==> src/rtl/grid_pkg.sv <==
// Shared defaults and types for the grid row collector.
// Optional per-word parity is enabled by GRID_ROW_COLLECTOR_PARITY_EN.
package grid_pkg;

  localparam int ROWS_DEF  = 4;
  localparam int BEATS_DEF = 2;
  localparam int DEPTH_DEF = 4;
  localparam int WORD_DEF  = ROWS_DEF * BEATS_DEF;

  typedef logic [WORD_DEF-1:0] word_t;

  function automatic int lvl_w(input int depth);
    return $clog2(depth) + 1;
  endfunction

  localparam int LVL_W = lvl_w(DEPTH_DEF);

endpackage

==> src/rtl/grid_collect_fifo.sv <==
// Word FIFO for the grid row collector.
// Extra level bit separates full from empty; head data reads 0 when empty.
module grid_collect_fifo
  import grid_pkg::*;
#(
  parameter int W     = WORD_DEF,
  parameter int DEPTH = DEPTH_DEF,
  localparam int AW   = $clog2(DEPTH),
  localparam int LW   = lvl_w(DEPTH)
) (
  input  logic          clk,
  input  logic          rst_n,
  input  logic          flush,
  input  logic          push,
  input  logic [W-1:0]  din,
  input  logic          pop,
  output logic [W-1:0]  dout,
  output logic          full,
  output logic          empty,
  output logic [LW-1:0] level
);

  logic [W-1:0]  mem [DEPTH];
  logic [AW-1:0] rd;
  logic [AW-1:0] wr;
  logic          do_pop;
  logic          do_push;

  assign empty   = (level == '0);
  assign full    = (level == LW'(DEPTH));
  assign do_pop  = pop && !empty;
  assign do_push = push && (!full || do_pop);
  assign dout    = empty ? '0 : mem[rd];

  always_ff @(posedge clk or negedge rst_n) begin
    if (!rst_n) begin
      rd    <= '0;
      wr    <= '0;
      level <= '0;
    end else if (flush) begin
      rd    <= '0;
      wr    <= '0;
      level <= '0;
    end else begin
      if (do_push) wr <= wr + 1'b1;
      if (do_pop)  rd <= rd + 1'b1;
      unique case ({do_push, do_pop})
        2'b10:   level <= level + 1'b1;
        2'b01:   level <= level - 1'b1;
        default: level <= level;
      endcase
    end
  end

  always_ff @(posedge clk) begin
    if (do_push && !flush) mem[wr] <= din;
  end

endmodule

==> src/rtl/grid_row_collector.sv <==
// Packs BEATS row samples into a word and queues it in a FIFO.
// GRID_ROW_COLLECTOR_PARITY_EN adds a stored word_parity output.
module grid_row_collector
  import grid_pkg::*;
#(
  parameter int ROWS   = ROWS_DEF,
  parameter int BEATS  = BEATS_DEF,
  parameter int DEPTH  = DEPTH_DEF,
  localparam int WORD_W = ROWS * BEATS,
  localparam int LW     = lvl_w(DEPTH)
) (
  input  logic              clk,
  input  logic              rst_n,
  input  logic [ROWS-1:0]   row_in,
  input  logic              row_valid,
  input  logic              flush,
  output logic [WORD_W-1:0] word_data,
  output logic              word_valid,
  input  logic              word_ready,
`ifdef GRID_ROW_COLLECTOR_PARITY_EN
  output logic              word_parity,
`endif
  output logic [LW-1:0]     level,
  output logic              overflow
);

  localparam int BW = (BEATS > 1) ? $clog2(BEATS) : 1;
`ifdef GRID_ROW_COLLECTOR_PARITY_EN
  localparam int PW = 1;
`else
  localparam int PW = 0;
`endif
  localparam int FW = WORD_W + PW;

  logic [BW-1:0]     beat;
  logic [WORD_W-1:0] part;
  logic [WORD_W-1:0] asm;
  logic              last;
  logic              full;
  logic              empty;
  logic              pop;
  logic [FW-1:0]     fin;
  logic [FW-1:0]     fout;

  always_comb begin
    asm = part;
    asm[beat*ROWS +: ROWS] = row_in;
  end

  assign last       = row_valid && (beat == BW'(BEATS-1));
  assign word_valid = !empty;
  assign pop        = word_ready && word_valid;

`ifdef GRID_ROW_COLLECTOR_PARITY_EN
  assign fin         = {^asm, asm};
  assign word_parity = fout[WORD_W];
`else
  assign fin         = asm;
`endif
  assign word_data   = fout[WORD_W-1:0];

  always_ff @(posedge clk or negedge rst_n) begin
    if (!rst_n) begin
      beat     <= '0;
      part     <= '0;
      overflow <= 1'b0;
    end else if (flush) begin
      beat     <= '0;
      part     <= '0;
      overflow <= 1'b0;
    end else begin
      if (row_valid) begin
        if (last) begin
          beat <= '0;
          part <= '0;
        end else begin
          beat <= beat + 1'b1;
          part <= asm;
        end
      end
      // a completed word with nowhere to go is dropped
      if (last && full && !pop) overflow <= 1'b1;
    end
  end

  grid_collect_fifo #(
    .W     (FW),
    .DEPTH (DEPTH)
  ) u_fifo (
    .clk   (clk),
    .rst_n (rst_n),
    .flush (flush),
    .push  (last),
    .din   (fin),
    .pop   (word_ready),
    .dout  (fout),
    .full  (full),
    .empty (empty),
    .level (level)
  );

endmodule
==> config.mk <==
export PLATFORM = sky130hd
export DESIGN_NAME = grid_row_collector
export DESIGN_NICKNAME = d
export VERILOG_FILES = /design/src/rtl/grid_pkg.sv /design/src/rtl/grid_collect_fifo.sv /design/src/rtl/grid_row_collector.sv
export SDC_FILE = /design/constraint.sdc
export NUM_CORES = 1
export LEC_CHECK = 0
export ABC_AREA = 1
export CAP_MARGIN = 10
export CORE_MARGIN = 5
export CORE_UTILIZATION = 35
export DETAILED_ROUTE_END_ITERATION = 8
export SYNTH_ARGS = -nofsm -noshare
export SYNTH_HDL_FRONTEND = slang
export SYNTH_SLANG_ARGS = --single-unit
==> constraint.sdc <==
create_clock -name clk -period 3.6 [get_ports clk]
set_input_delay 0.72 -clock clk [delete_from_list [all_inputs] [get_ports clk]]
set_output_delay 0.72 -clock clk [all_outputs]
set_load 0.02 [all_outputs]
==> results.md, run 1 <==
- Status: finished, final reports clean
- Worst Min Path Start: overflow
- Total number of vias: roughly 1500
- Largest net degree at the start of global routing: 19
- Post-synth cell types: 26
- Yosys Warn Count: 0
- Crit start category: flip-flop
- Worst-path cell chain: inv_2 -> o21ai_0 -> a21oi_1 -> clkdlybuf4s50_1
- H-tree Lvls: 2
- Initial antenna violation count: 0
- Stages on the worst setup path: 4
- Post-CTS sizing: 0
- Area Growth Syn to Fin: 15.2%
- GPL Wtd Cong: 0.784
- Psw: 0.514 mW
- Clock sinks: 49
- Leakage Power: slightly above 1 nW
- Arrival @ worst endpoint: 2.19 ns
- Clock slew seen by the registers of the worst setup and hold paths: 0.10 ns
- Vias in the first global route: 1499
- Critical path type: reg -> out
- Hold crit path type: reg -> reg
- Final ANT Viol Nets: 0
- Sequential-to-total area share from yosys stat: 61.2%
- Skew final: 0.0204 ns
- WL per Instance: between 10 and 15 um
- Clk buf depth: 2
- Die X: 90.4 um
- Start point of the critical path: u_fifo.rd[0]
- Start of the worst register-to-register path: beat
- Worst endpoint required time: about 2.9 ns
- Xor and xnor fraction of the mapped netlist area: 0.387%
- Buffers added on ports: 21
- Crit path max fanout: 18
- Mapped Nets: 235
- Fraction of layout cells with a size suffix above 1: 9.88%
- Most frequent cell after synthesis: nor2_1
- CTS Hold Bufs: 0
- CP top delay family: buffers and inverters
- Top post-synthesis cells by count: 34 x nor2_1, 32 x edfxtp_1, 28 x inv_1, 25 x nand2_1
- TritonCTS Buffers: 5
- Hold Crit Depth: 1
- Synth area leaders: edfxtp_1 42%, dfrtp_1 19%, nor2_1 5.6%
- Combinational power share: 32.3%
- Dpl hpwl: 3.03 mm
- First-pass GRT wire length: 7.42 mm
- Adder-cell share of the synthesized area: 3.09%
- Synthesized cell area: 0.00226 mm^2
- Internal Power: 0.964 mW
- Setup TNS: 0 ns
- Endpoint, Worst Hold: overflow
- Antenna diode count: 0
- Final min period: approximately 2.9 ns
- Total chip power: 1.48 mW
- FF/Latch Area: about 0.0014 mm^2
- Initial core utilization: 35.9%
- Post-CTS Setup Repair Bufs: 0
- Clock share of power: 21.7%
- Layout fillers: 634
- Final Setup Violations: 0
- Max-slew violations: 0
- Final period util: 80.9%
- Max-cap violations: 0
- Total wire length: 4.39 mm
- Area of the multi-input gates: 703 um^2
- Post-synthesis async set-or-reset flop share: 34.7%
- Top-area cell type share of the netlist area: 42.4%
- Grt total ovfl: 0
- Avg Inst Size Synth: 10.2 um^2
- Root buffer cell: clkbuf_8
- Syn Inst Count: 221
- Worst reg2reg path depth: 10
- Slew headroom: 45.7%
- GR Util All Layers: 11.3%
- Mux share of post-synthesis cell area: 0%
- Nets@finish: 256
- Final hold vios: 0
- Dominant cell type by area after synthesis: edfxtp_1
- Row cnt: 29
- Crit end category: primary output
- Synth Flop Type: edfxtp_1
- Sum of buffers and inverters on the critical path: 2
- Worst slack, placed: around 1 ns
- Seq cells post-synth: 49
- DRC viols: 0
- Area share of and/or/nand/nor cells after synthesis: 16.9%
- Die area: roughly 0.0082 mm^2
- Post-synthesis compound-gate area fraction: 10.7%
- Sequential share of power: 46.0%
- Worst r2r dst: u_fifo.level[2]
- Die Height: between 90 and 100 um
- Largest family of logic cells by synthesized area: simple AND/OR/NAND/NOR gates
- Worst-Margin Slew: 0.812 ns
- RSZ-0062 raised after global routing: false
- Final Core Density: 41.3%
- CP max stage delay: 0.64 ns
- Io pins: 22
- Initial DRT Pass Iterations: 4
- PnR worst setup slack: 0.688 ns
- Peak supply drop: 0.000216 V
- Post-synth EDFFs: 32
- Vias per Instance: 4.63
- CTS tree: yes
- CP max-delay cell: clkdlybuf4s50_1
- Initial drt markers: 83
- Core Region: ~0.0063 mm^2
- FF-to-FF setup slack: roughly 1.6 ns
- Fmax: 0.343 GHz
- Clk_lat worst skew: 0.31 ns
- Net Sw Frac: 34.8%
- PwrDens: around 570 mW/mm^2
layout by cell type (no fill, tap or decap), types with 3 or more instances in the layout:
master | synthesis | final
o21ai_0 | 17 | 17
dfrtp_1 | 17 | 17
a21oi_1 | 11 | 11
o22ai_1 | 7 | 7
ha_1 | 4 | 4
o21ai_1 | 10 | 10
nor2_1 | 34 | 34
nand3_2 | 4 | 4
clkdlybuf4s50_1 | 0 | 21
inv_1 | 28 | 28
nand3_1 | 4 | 4
nand2_1 | 25 | 25
inv_2 | 4 | 4
clkbuf_8 | 0 | 5
edfxtp_1 | 32 | 32
nand4_1 | 3 | 3
nor2_2 | 4 | 4
cells by family (layout without fill, tap and decap cells):
kind of cell / Yosys count / count (layout)
buffers and inverters: 40 / 62
XOR/XNOR: 1 / 1
adder cells (fa/ha/maj): 5 / 5
flip-flops: 49 / 49
AND/OR/NAND/NOR: 80 / 80
AO/OA/AOI/OAI: 46 / 46
area by class of cell:
type / count / share of cell area (%)
Inverter: 33 / 4.75
Clock buffer: 5 / 2.64
Multi-Input combinational cell: 132 / 27.0
Clock inverter: 3 / 0.767
Sequential cell: 49 / 53.1
Tap cell: 77 / 3.69
Timing Repair Buffer: 21 / 8.06
worst reg2reg max path, delay by kind of cell, from the launching register on:
family / cells / cell delay, ns
xor gates and xnor gates: 1 / 0.22
and+or+nand+nor: 6 / 0.63
DFF: 1 / 0.58
buffers and inverters: 2 / 0.12
adders and majority gates: 1 / 0.37
sequential cells by signal, summed over array words and instances, names as in the netlist:
| register | count |
|---|---|
| u_fifo.mem | 32 |
| part | 8 |
| u_fifo.level | 3 |
| u_fifo.rd | 2 |
| u_fifo.wr | 2 |
| beat | 1 |
| overflow | 1 |
power groups by stage:
| stage | combinational, mW | clock [mW] | sequential (mW) |
|---|---|---|---|
| floorplan | 0.315 | 0 | 0.679 |
| global placement | 0.480 | 0 | 0.692 |
| detailed placement | 0.483 | 0 | 0.693 |
| CTS | 0.486 | 0.328 | 0.681 |
| global route | 0.529 | 0.354 | 0.688 |
| finish | 0.478 | 0.321 | 0.680 |
per-stage QoR:
stage | instance area, um^2 | hold WS, ns | instances
global route | 2610 | 0.518 | 320
detailed placement | 2520 | 0.486 | 312
floorplan | 2260 | 0.424 | 221
CTS | 2610 | 0.509 | 320
global placement | 2520 | 0.480 | 312
finish | 2610 | 0.502 | 320
how the worst max path moves through the flow:
| stage | endpoint | slack, ns |
|---|---|---|
| floorplan | word_data[0] | 1.66 |
| finish | word_data[7] | 0.69 |
| global placement | u_fifo.level[2] | 1.01 |
| detailed placement | u_fifo.level[2] | 0.98 |
| global route | word_data[1] | 0.52 |
| CTS | word_data[7] | 0.69 |
metal layers:
| metal | vias up | share of wire [%] | GRT usage [%] |
|---|---|---|---|
| met4 | 0 | 1.5 | 3.85 |
| met5 | - | 0 | 0 |
| met3 | 4 | 2.6 | 2.75 |
| met1 | 687 | 47 | 14.3 |
| met2 | 21 | 49 | 19.0 |
| li1 | 771 | - | - |
No activity file was read; power rests on OpenSTA's default activity.
==> run 2: changes to the inputs <==
==> constraint.sdc (replaced) <==
create_clock -name clk -period 2.6 [get_ports clk]
set_input_delay 0.52 -clock clk [delete_from_list [all_inputs] [get_ports clk]]
set_output_delay 0.52 -clock clk [all_outputs]
set_load 0.02 [all_outputs]
==> run 2 against run 1 <==
Against the previous run: critical path depth grew 2; via count grew 3.1%; register-to-register slack lost 0.97 ns; sequential share of layout area shrank 1.1 points; count of clock-buffer cells in the layout is the same; clock skew shrank 0.016 ns; sequential power grew 37%.
==> results.md, run 2 (synthesis gave the netlist of run 1 again) <==
- Status: finished, final reports clean
- Fraction of layout cells with a size suffix above 1: 12.8% (+2.9 points)
- Max-cap violations: 0 (unchanged)
- Commonest non-fill, non-tap cells in the layout: 34 x nor2_1, 32 x edfxtp_1, 28 x inv_1
- Final Core Density: 42.3% (+0.93 points)
- Antenna diode count: 0 (unchanged)
- Start of the worst register-to-register path: beat
- Final Setup Violations: 0 (unchanged)
- Clock slew seen by the registers of the worst setup and hold paths: 0.08 ns (-0.02 ns)
- First-pass GRT wire length: 7.36 mm (-0.84%)
- Worst Min Path Start: overflow
- Vias per Instance: 4.68 (+0.89%)
- Hold Crit Depth: 1 (unchanged)
- Worst r2r dst: u_fifo.level[2]
- Setup TNS: 0 ns (unchanged)
- Crit end category: primary output
- Largest regs: u_fifo.mem x32, part x8, u_fifo.level x3
- Worst-Margin Slew: 0.532 ns (-0.280 ns)
- Initial DRT Pass Iterations: 4 (unchanged)
- Total wire length: 4.41 mm (+0.41%)
- Row cnt: 29 (unchanged)
- Buffers added on ports: 21 (unchanged)
- Vias in the first global route: 1426 (-4.9%)
- Nets@finish: 263 (+2.7%)
- Final period util: 95.1%
- GPL Wtd Cong: 0.730 (-6.9%)
- Endpoint, Worst Hold: overflow
- Initial antenna violation count: 0 (unchanged)
- Die area: 0.00818 mm^2 (unchanged)
- H-tree Lvls: 2 (unchanged)
- DRC viols: 0 (unchanged)
- Hold crit path type: reg -> reg
- Final ANT Viol Nets: 0 (unchanged)
- Clk_lat worst skew: 0.29 ns (-0.02 ns)
- Largest register by flop count: u_fifo.mem
- Largest net degree at the start of global routing: 18 (-1)
- Leakage Power: 1.10 nW (+8.8%)
- Worst endpoint required time: 2.08 ns (-0.80 ns)
- Crit path max fanout: 10 (-8)
- GR Util All Layers: 11.3% (-0.024 points)
- PwrDens: 760 mW/mm^2 (+34%)
- TritonCTS Buffers: 5 (unchanged)
- RSZ-0062 raised after global routing: false
- Total number of vias: 1529 (+3.1%)
- Clk buf depth: 2 (unchanged)
- WL per Instance: 13.5 um (-1.7%)
- Crit start category: flip-flop
- Initial drt markers: 78 (-6.0%)
- Total chip power: 2.03 mW (+37%)
- Core Region: 0.00631 mm^2 (unchanged)
- Fmax: 0.404 GHz
- Area Growth Syn to Fin: 17.8%
- Max FFs per register: 32 (unchanged)
- Commonest non-fill, non-tap cell in the layout: nor2_1
- Die Height: 90.4 um (unchanged)
- Root buffer cell: clkbuf_8
- Initial core utilization: 35.9% (unchanged)
- FF-to-FF setup slack: 0.60 ns (-0.97 ns)
- Final min period: 2.47 ns
- Die X: 90.4 um (unchanged)
- Io pins: 22 (unchanged)
- Skew final: 0.00405 ns (-0.0164 ns)
- CTS tree: yes
- Clock sinks: 49 (unchanged)
- Worst reg2reg path depth: 10 (unchanged)
- Final hold vios: 0 (unchanged)
- Slew headroom: 64.2% (+18 points)
- Arrival @ worst endpoint: 1.95 ns (-0.24 ns)
- Peak supply drop: 0.000270 V (+25%)
- Grt total ovfl: 0 (unchanged)
- Critical path type: reg -> out
- Dpl hpwl: 3.07 mm (+1.2%)
- Max-slew violations: 0 (unchanged)
-- run 2: final cells by class --
cell class / instances / area (um^2)
Inverter: 33 / 125
Fill cell: 628 / 3650
Timing Repair Buffer: 28 / 273
Clock inverter: 3 / 12.5
Sequential cell: 49 / 1390
Clock buffer: 5 / 68.8
Tap cell: 77 / 96.3
Multi-Input combinational cell: 132 / 703
-- run 2: worst max path at each step --
stage	start	end	slack, ns	cells after the start
after floorplan	u_fifo.level[1]	u_fifo.level[2]	0.71	11
after global placement	row_valid	u_fifo.level[2]	0.24	11
after detailed placement	row_valid	u_fifo.level[2]	0.19	11
after CTS	u_fifo.rd[0]	word_data[7]	0.04	4
after global routing	u_fifo.level[1]	word_data[3]	0.007	5
final	u_fifo.rd[0]	word_data[1]	0.13	6
-- run 2: worst max-delay path, stage by stage, from the launching register on --
cell	delay (ns)
dfrtp_2	0.48
buf_4	0.21
nor2_1	0.06
nor2_1	0.07
o21ai_0	0.08
a21oi_1	0.15
clkdlybuf4s50_1	0.62
-- run 2: repair_timing --
item	CTS	global route
gates resized for setup	1	6
hold buffers	0	0
buffers inserted	0	0
endpoints found under the setup margin	3	6
-- run 2: where the power goes --
part,leakage (nW),switching (mW),internal [mW]
sequential,0.520,0.0565,0.874
combinational,0.534,0.409,0.278
clock,0.0430,0.230,0.181
total,1.10,0.695,1.33
-- run 2: metrics by stage --
stage,instance area [um^2],worst slack [ns],hold slack [ns],std cells
2_1_floorplan,2260,0.713,0.224,221
3_3_place_gp,2570,0.236,0.481,319
3_5_place_dp,2570,0.185,0.492,319
4_1_cts,2660,0.0355,0.512,327
5_1_grt,2670,0.00653,0.548,327
6_report,2670,0.126,0.500,327
-- run 2: routing by layer --
metal,global-route usage [%],part of all wire [%],up-vias
met1,14.8,47,722
met2,18.5,50,19
met4,3.35,0.93,0
met3,2.83,2.5,2
met5,0,0,-
li1,-,-,786
